$ cat config.mk
export PLATFORM = sky130hd
export DESIGN_NAME = fab_counter_bank_flat
export DESIGN_NICKNAME = d
export VERILOG_FILES = /design/src/rtl/fab_counter_pkg.sv /design/src/rtl/fab_counter_bank_if.sv /design/src/rtl/fab_counter_chan.sv /design/src/rtl/fab_counter_bank.sv /design/src/flat_wrapper.sv
export SDC_FILE = /design/constraint.sdc
export NUM_CORES = 1
export LEC_CHECK = 0
export CORE_MARGIN = 4
export CORE_UTILIZATION = 46
export CTS_CLUSTER_SIZE = 25
export DETAILED_ROUTE_END_ITERATION = 10
export PLACE_DENSITY = 0.77
export SYNTH_ARGS = -nofsm -noshare
export SYNTH_HDL_FRONTEND = slang
export SYNTH_SLANG_ARGS = --single-unit
$ cat constraint.sdc
create_clock -name clk -period 2.4 [get_ports clk]
set_clock_uncertainty 0.2 [all_clocks]
set_input_delay 0.6 -clock clk [delete_from_list [all_inputs] [get_ports clk]]
set_output_delay 0.6 -clock clk [all_outputs]
set_load 0.02 [all_outputs]
$ cat src/rtl/fab_counter_pkg.sv
// rtl/fab_counter_pkg.sv - shared constants and helpers for the fabric counter bank
package fab_counter_pkg;

    localparam logic DIR_DOWN  = 1'b0;
    localparam logic DIR_UP    = 1'b1;
    localparam logic MODE_WRAP = 1'b0;
    localparam logic MODE_SAT  = 1'b1;

    // All-ones value of a width-bit counter; widths above 32 clamp to 32 ones.
    function automatic logic [31:0] max_count(input int unsigned width);
        if (width >= 32) begin
            return 32'hFFFF_FFFF;
        end
        return (32'd1 << width) - 32'd1;
    endfunction

endpackage

$ cat src/rtl/fab_counter_bank_if.sv
// rtl/fab_counter_bank_if.sv - control and result bundle of the counter bank
interface fab_counter_bank_if #(
    parameter int WIDTH      = 8,
    parameter int CHANNELS   = 2,
    parameter int PRESCALE_W = 4
);
    logic [CHANNELS-1:0]       en;
    logic [CHANNELS-1:0]       dir;
    logic [CHANNELS-1:0]       sat_mode;
    logic [CHANNELS-1:0]       load;
    logic [CHANNELS*WIDTH-1:0] load_val;
    logic [PRESCALE_W-1:0]     prescale;
    logic                      tick;
    logic [CHANNELS*WIDTH-1:0] count;
    logic [CHANNELS-1:0]       tc;

    modport master (
        output en, dir, sat_mode, load, load_val, prescale,
        input  tick, count, tc
    );

    modport slave (
        input  en, dir, sat_mode, load, load_val, prescale,
        output tick, count, tc
    );
endinterface

$ cat src/rtl/fab_counter_chan.sv
// rtl/fab_counter_chan.sv - one counter channel: load, up/down step, wrap/saturate, tc pulse
module fab_counter_chan
    import fab_counter_pkg::*;
#(
    parameter int WIDTH = 8
) (
    input  logic             clk,
    input  logic             reset,
    input  logic             step_en,
    input  logic             dir,
    input  logic             sat_mode,
    input  logic             load,
    input  logic [WIDTH-1:0] load_val,
    output logic [WIDTH-1:0] count,
    output logic             tc
);
    localparam logic [WIDTH-1:0] MAX = WIDTH'(max_count(WIDTH));

    logic [WIDTH-1:0] count_next;
    logic             tc_next;

    always_comb begin
        count_next = count;
        tc_next    = 1'b0;
        if (load) begin
            count_next = load_val;
        end else if (step_en) begin
            if (dir == DIR_UP) begin
                if (count == MAX) begin
                    count_next = (sat_mode == MODE_SAT) ? MAX : '0;
                    tc_next    = 1'b1;
                end else begin
                    count_next = count + 1'b1;
                end
            end else begin
                if (count == '0) begin
                    count_next = (sat_mode == MODE_SAT) ? '0 : MAX;
                    tc_next    = 1'b1;
                end else begin
                    count_next = count - 1'b1;
                end
            end
        end
    end

    always_ff @(posedge clk) begin
        if (reset) begin
            count <= '0;
            tc    <= 1'b0;
        end else begin
            count <= count_next;
            tc    <= tc_next;
        end
    end
endmodule

$ cat src/rtl/fab_counter_bank.sv
// rtl/fab_counter_bank.sv - multi-channel counter bank with shared programmable prescaler
module fab_counter_bank
    import fab_counter_pkg::*;
#(
    parameter int WIDTH      = 8,
    parameter int CHANNELS   = 2,
    parameter int PRESCALE_W = 4
) (
    input  logic               clk,
    input  logic               reset,
    fab_counter_bank_if.slave  bus
);
    logic [PRESCALE_W-1:0]     pcnt;
    logic                      tick;
    logic [CHANNELS*WIDTH-1:0] count_w;
    logic [CHANNELS-1:0]       tc_w;

    // Compare with >= so lowering prescale below pcnt fires at once instead of wrapping.
    assign tick = (pcnt >= bus.prescale);

    always_ff @(posedge clk) begin
        if (reset) begin
            pcnt <= '0;
        end else if (tick) begin
            pcnt <= '0;
        end else begin
            pcnt <= pcnt + 1'b1;
        end
    end

    for (genvar i = 0; i < CHANNELS; i++) begin : g_chan
        fab_counter_chan #(
            .WIDTH(WIDTH)
        ) u_chan (
            .clk      (clk),
            .reset    (reset),
            .step_en  (bus.en[i] & tick),
            .dir      (bus.dir[i]),
            .sat_mode (bus.sat_mode[i]),
            .load     (bus.load[i]),
            .load_val (bus.load_val[i*WIDTH +: WIDTH]),
            .count    (count_w[i*WIDTH +: WIDTH]),
            .tc       (tc_w[i])
        );
    end

    assign bus.tick  = tick;
    assign bus.count = count_w;
    assign bus.tc    = tc_w;
endmodule

$ cat src/flat_wrapper.sv
// flat-port wrapper written by rule: the top's interface ports become plain ports
module fab_counter_bank_flat import fab_counter_pkg::*;
#(
    parameter int WIDTH      = 8,
    parameter int CHANNELS   = 2,
    parameter int PRESCALE_W = 4
)
  (clk, reset, bus_en, bus_dir, bus_sat_mode, bus_load, bus_load_val, bus_prescale, bus_tick, bus_count, bus_tc);
  fab_counter_bank_if #(.WIDTH(WIDTH), .CHANNELS(CHANNELS), .PRESCALE_W(PRESCALE_W)) bus_i ();
  input  logic clk;
  input  logic reset;
  input wire logic [$bits(bus_i.en)-1:0] bus_en;
  input wire logic [$bits(bus_i.dir)-1:0] bus_dir;
  input wire logic [$bits(bus_i.sat_mode)-1:0] bus_sat_mode;
  input wire logic [$bits(bus_i.load)-1:0] bus_load;
  input wire logic [$bits(bus_i.load_val)-1:0] bus_load_val;
  input wire logic [$bits(bus_i.prescale)-1:0] bus_prescale;
  output wire logic [$bits(bus_i.tick)-1:0] bus_tick;
  output wire logic [$bits(bus_i.count)-1:0] bus_count;
  output wire logic [$bits(bus_i.tc)-1:0] bus_tc;
  assign bus_i.en = bus_en;
  assign bus_i.dir = bus_dir;
  assign bus_i.sat_mode = bus_sat_mode;
  assign bus_i.load = bus_load;
  assign bus_i.load_val = bus_load_val;
  assign bus_i.prescale = bus_prescale;
  assign bus_tick = bus_i.tick;
  assign bus_count = bus_i.count;
  assign bus_tc = bus_i.tc;
  fab_counter_bank #(.WIDTH(WIDTH), .CHANNELS(CHANNELS), .PRESCALE_W(PRESCALE_W)) u_core (.clk(clk), .reset(reset), .bus(bus_i));
endmodule
# After elaboration in Yosys (flattened, before gate mapping)
# Cells that the tools add are included.
dict set report op_classes {
  addsub 5
  n_lt_le_gt_ge 1
  eq_ne 2
  n_mux 20
  bitwise 4
  reduce_logical 7
}
# cell n
set ops {}
lappend ops {{8-bit two-way mux} 14}
lappend ops {{8-bit by 1-bit adder with 8-bit output (second input constant)} 2}
lappend ops {{8-bit == test (second input constant)} 2}
lappend ops {{8-bit logical NOT} 2}
lappend ops {{8-bit by 1-bit subtractor with 8-bit output (second input constant)} 2}
lappend ops {{1-bit two-way mux} 6}
lappend ops {{3-bit OR reduction} 2}
lappend ops {{4-bit by 1-bit adder with 4-bit output (second input constant)} 1}
lappend ops {{4-bit greater-or-equal comparator} 1}
lappend ops {{2-bit nonzero test} 2}
lappend ops {{1-bit bitwise AND} 2}
lappend ops {{1-bit inverter} 2}
lappend ops {{2-bit OR reduction} 1}
dict set report totals {
  regBits 22
  inputBits 30
  out_inout_bits 19
  word_cells 44
}

# Longest topological paths before layout
dict set report logic_depth {
  ltp_word 5
  mapped_depth 9
  mapped_depth_nobuf 8
}

# By module
# Synthesis repeated with hierarchy kept, for this count alone.
dict set report hier_totals {
  cells_unflattened 290
  hier_area_um2 2200.9
}
# module instances cells_each area_each_um2 seq_area_each_um2
set by_module_without_submodules {}
lappend by_module_without_submodules {fab_counter_chan 2 132 974.7 180.2}
lappend by_module_without_submodules {fab_counter_bank 1 26 251.5 80.1}

# Worst setup path after synthesis
# OpenSTA, ideal clock, no wires.
dict set report synth_timing {
  kind {input to register}
  startpoint {in bus_prescale[0]}
  endpoint {reg u_core.g_chan[1].u_chan.count[7]}
  setup_ns 0.134
  t_arrival_ns 2.181
  required_ns 2.066
  path_slack_ns -0.116
  path_stages 8
  path_buffers 1
  path_cell_list {ha_1 > nand2b_1 > a2111o_1 > and3_1 > clkbuf_2 > o21a_1 > a2111oi_2 > nor3_1}
}
dict set report synth_between {
  elab_chain_len 3
}
# item line_no
set synth_rtl {}
lappend synth_rtl {{start, declared} flat_wrapper.sv:17} ;# input wire logic [$bits(bus_i.prescale)-1:0] bus_prescale;
lappend synth_rtl {{4-bit greater-or-equal comparator} fab_counter_bank.sv:19} ;# assign tick = (pcnt >= bus.prescale);
lappend synth_rtl {{1-bit bitwise AND} fab_counter_bank.sv:37} ;# .step_en (bus.en[i] & tick),
lappend synth_rtl {{2-bit nonzero test (no source line)} -}
lappend synth_rtl {{end signal, assigned} fab_counter_chan.sv:51} ;# count <= count_next;
lappend synth_rtl {{end, declared} fab_counter_chan.sv:14} ;# output logic [WIDTH-1:0] count,
# No other way between the ends.
# A chain may end at the register's enable or synchronous reset.

# Worst setup path in the final report
dict set report layout_timing {
  startpoint {in bus_prescale[0]}
  endpoint {out bus_tick}
}
dict set report layout_between {
  elab_chain_len 1
}
# item line_no
set layout_rtl {}
lappend layout_rtl {{4-bit greater-or-equal comparator} fab_counter_bank.sv:19}
lappend layout_rtl {{end, declared} flat_wrapper.sv:18} ;# output wire logic [$bits(bus_i.tick)-1:0] bus_tick;
# No other way between the ends.

==> flow_summary.ini <==
[worst_hold_path]
worstHoldPathType = reg -> reg
whs_path_depth = 2

[routing]
wl_um = 6400
wl_per_cell_um = 15.8
detail-route-antenna-nets = 0
dr_total_vias = 2426
detail_route.iter0.violations = 187
detail_route.drc_violations = 0
drtPass1Iterations = 5
detail_routed_via_count_per_cell = 6.00

[synthesis]
synthesized_area_per_cell_sq_um = 7.56
synthFlopType = sky130_fd_sc_hd__dfxtp_1
number_of_distinct_library_cells_after_synthesis = 63
ys_seq_area_share_pct = 21.0
combinational_family_with_the_most_area_after_synthesis = simple AND/OR/NAND/NOR gates
syn_area_sq_mm = 0.00209
synthSimpleGateAreaFrac_pct = 29.5
synth_compound_area_share_pct = 27.7
synthesis.instances = 277
yosys.area_share.adder_pct = 6.57
ys_ff_latch = 22
mapped_nets = 318
synth_warnings = 0
synth_enable_flop_cells = 0
synth.area.mux_share_pct = 2.87
xor_xnor_fraction_of_synth_area_pct = 3.35
ys_async_sr_fraction_pct = 0

[die]
die_area_sq_mm = 0.00570
starting_density_of_the_core_pct = 47.8
chipHeight_um = 75.5
fp-row-count = 24
coreArea_sq_mm = 0.00438
die_x_um = 75.5
num_io_pins = 49

[clock_network]
numCtsBuffers = 3
post_cts_hold_buffer_count = 0
worst_setup_hold_path_clk_slew_ns = 0.09
cts_sinks = 22
clk-insertion-delay-late_ns = 0.27
clock_tree_from_tritoncts = done
cts.htree.levels = 1
cts_root_buf = sky130_fd_sc_hd__clkbuf_8
cts-root-to-sink-buffers = 2

[layout]
register_area_sq_um = 449
multi_input_comb_area_sq_mm = 0.00161
postLayoutCoreUtil_pct = 70.9
finish.cell_count_without_fillers = 404
nets = 394
flow.area_growth_from_synthesis_pct = 48.4
n_fill_cell = 350
drive_above_1_share_pct = 27.8
insertedDiodeCount = 0

[placed_design]
buffers_on_ports = 48
post-dp-hpwl_um = 4430
routabilityCongestion = 0.925
placedCellCount = 394
dp_slack_ns = -0.895

[setup_path]
timing.critical_path.mode_cell = sky130_fd_sc_hd__buf_6
timing.setup.critical_path_class = in -> out
kind_of_cell_adding_the_most_delay_to_the_critical_path = compound AO/OA/AOI/OAI gates
cp-start-kind = input pin
timing.critical_path.cells = buf_6 -> ha_4 -> nand2b_4 -> a2111o_1 -> and2_4 -> buf_6
slowest_stage = sky130_fd_sc_hd__a2111o_1
r2r_cells = 11
cp.depth = 6
worstPathArrival_ns = 1.70
worst-r2r-setup-slack_ns = 0.06
worst-path-max-fanout = 2
crit_path_end_kind = output port
timing.critical_path.buf_inv = 2
critical_path.max_stage_delay_ns = 0.39
timing.critical_path.required_ns = 1.60

[flow_run]
timing.max_cap.violations = 0

[sta]
fmaxAchievable_mhz = 399
finalCriticalPeriod_ns = 2.50
period_share_pct = 104
slew_violations = 0
relSlewSlack_pct = 67.9
finalSetupViolations = 2
layout_setup_ws_ns = -0.105
final_hold_viol_count = 0
setup_total_negative_slack_ns = -0.139
worstMarginPinSlew_ns = 0.477
grt_setup_unrepaired = yes

[power]
power_density_of_the_placed_cells_mw_per_mm2 = 462
power.static_leakage_nw = 1.24
vdd.ir_drop.worst_mv = 0.271

[global_route]
grt.overflow.total = 0
grt_first_pass_wirelength_um = 10100
number_of_global_route_vias_before_repair = 2248
grt_antenna_before_repair = 0
grt_max_degree = 21
grt_usage_pct = 22.5

[status]
run_status = complete, but fails checks
violated_checks = negative setup slack
[flip-flops by register name, summed over array words and instances, names as in the netlist]
name                        count
u_core.g_chan.u_chan.count     16
u_core.pcnt                     4
u_core.g_chan.u_chan.tc         2
[routing by layer]
layer | track usage (%) | share of wire, %
met3 | 1.58 | 5.6
met2 | 40.5 | 51
met1 | 29.0 | 42
met5 | 0 | 0
met4 | 5.83 | 1.2
[power by group]
group	internal, W	switching [W]	total [W]	leakage (nW)
clock	0.000223	0.000145	0.000368	0.0357
sequential	0.000398	0.0000741	0.000472	0.184
combinational	0.000310	0.000287	0.000597	1.02
[cells in the mapped netlist, types with 6 or more instances]
cell,count,area (sq um)
sky130_fd_sc_hd__mux2i_1,6,60.1
sky130_fd_sc_hd__o21ai_0,9,45.0
sky130_fd_sc_hd__nor3_1,16,80.1
sky130_fd_sc_hd__a21oi_1,16,80.1
sky130_fd_sc_hd__clkbuf_1,10,37.5
sky130_fd_sc_hd__ha_1,11,138
sky130_fd_sc_hd__nand3_1,13,65.1
sky130_fd_sc_hd__inv_1,23,86.3
sky130_fd_sc_hd__buf_2,9,45.0
sky130_fd_sc_hd__dfxtp_1,22,440
sky130_fd_sc_hd__nor2_1,21,78.8
sky130_fd_sc_hd__nor2b_1,7,43.8
sky130_fd_sc_hd__nand2_1,26,97.6
[worst paths after layout]
| path | to | start |
|---|---|---|
| min reg2reg | u_core.pcnt[0]$_SDFF_PP0_ | u_core.pcnt[0]$_SDFF_PP0_ |
| max reg2reg | u_core.g_chan[0].u_chan.count[4]$_SDFFE_PP0P_ | u_core.pcnt[0]$_SDFF_PP0_ |
| max | bus_tick | bus_prescale[0] |
| min | u_core.pcnt[0]$_SDFF_PP0_ | u_core.pcnt[0]$_SDFF_PP0_ |
[logic make-up after synthesis]
group                    Yosys count
AO/OA/AOI/OAI                     72
multiplexers                       6
adder cells (fa/ha/maj)           11
buffers and inverters             45
flip-flops                        22
XOR/XNOR                           8
AND/OR/NAND/NOR                  113
[worst reg2reg max path: stages (launching register included)]
cell	delay, ns
sky130_fd_sc_hd__dfxtp_2	0.34
sky130_fd_sc_hd__inv_2	0.04
sky130_fd_sc_hd__ha_4	0.22
sky130_fd_sc_hd__nand2b_4	0.13
sky130_fd_sc_hd__a2111o_1	0.39
sky130_fd_sc_hd__buf_4	0.15
sky130_fd_sc_hd__buf_6	0.12
sky130_fd_sc_hd__nand3_4	0.07
sky130_fd_sc_hd__nor4b_2	0.05
sky130_fd_sc_hd__buf_4	0.18
sky130_fd_sc_hd__a221oi_2	0.21
sky130_fd_sc_hd__o311a_1	0.18
[what timing repair did]
action | CTS | global route
endpoints found under the setup margin | 20 | 21
buffers inserted | 1 | 5
pin swaps | 5 | 9
resized for setup | 31 | 25
[cell type report]
cell class              count  share of cell area, %
multi-input cells         210                   51.7
repair buffers             93                   26.7
flip-flops and latches     22                   14.5
inverters                  23                   2.78
well taps                  52                   2.09
clock buffers               3                   1.33
clock inverters             1                  0.966
[per-stage QoR]
stage	power, W	instance area (sq um)	hold slack (ns)
floorplan	0.000768	2100	0.230
finish	0.00144	3110	0.321
CTS	0.00139	2970	0.322
detailed placement	0.000993	2830	0.318
global route	0.00152	3110	0.356
global placement	0.000983	2830	0.307
[cell usage in the layout, fill, tap and decap left out, drive strengths merged, types with 4 or more instances in the layout]
master         synthesis  routed
nand2b                 5       5
dfxtp                 22      22
nor2b                  7       7
o311a                  4       4
nor3                  17      17
a221oi                 4       4
a2111oi                6       6
mux2i                  6       6
a21oi                 16      16
nor2                  21      21
nor4                   5       5
o31ai                  6       6
buf                   11      47
inv                   23      23
xnor2                  5       5
nand2                 27      27
nand3                 14      14
o21ai                  9       9
ha                    11      11
clkbuf                11       4
clkdlybuf4s50          0      41
a31oi                  4       4
(Power assumes the default switching activity.)
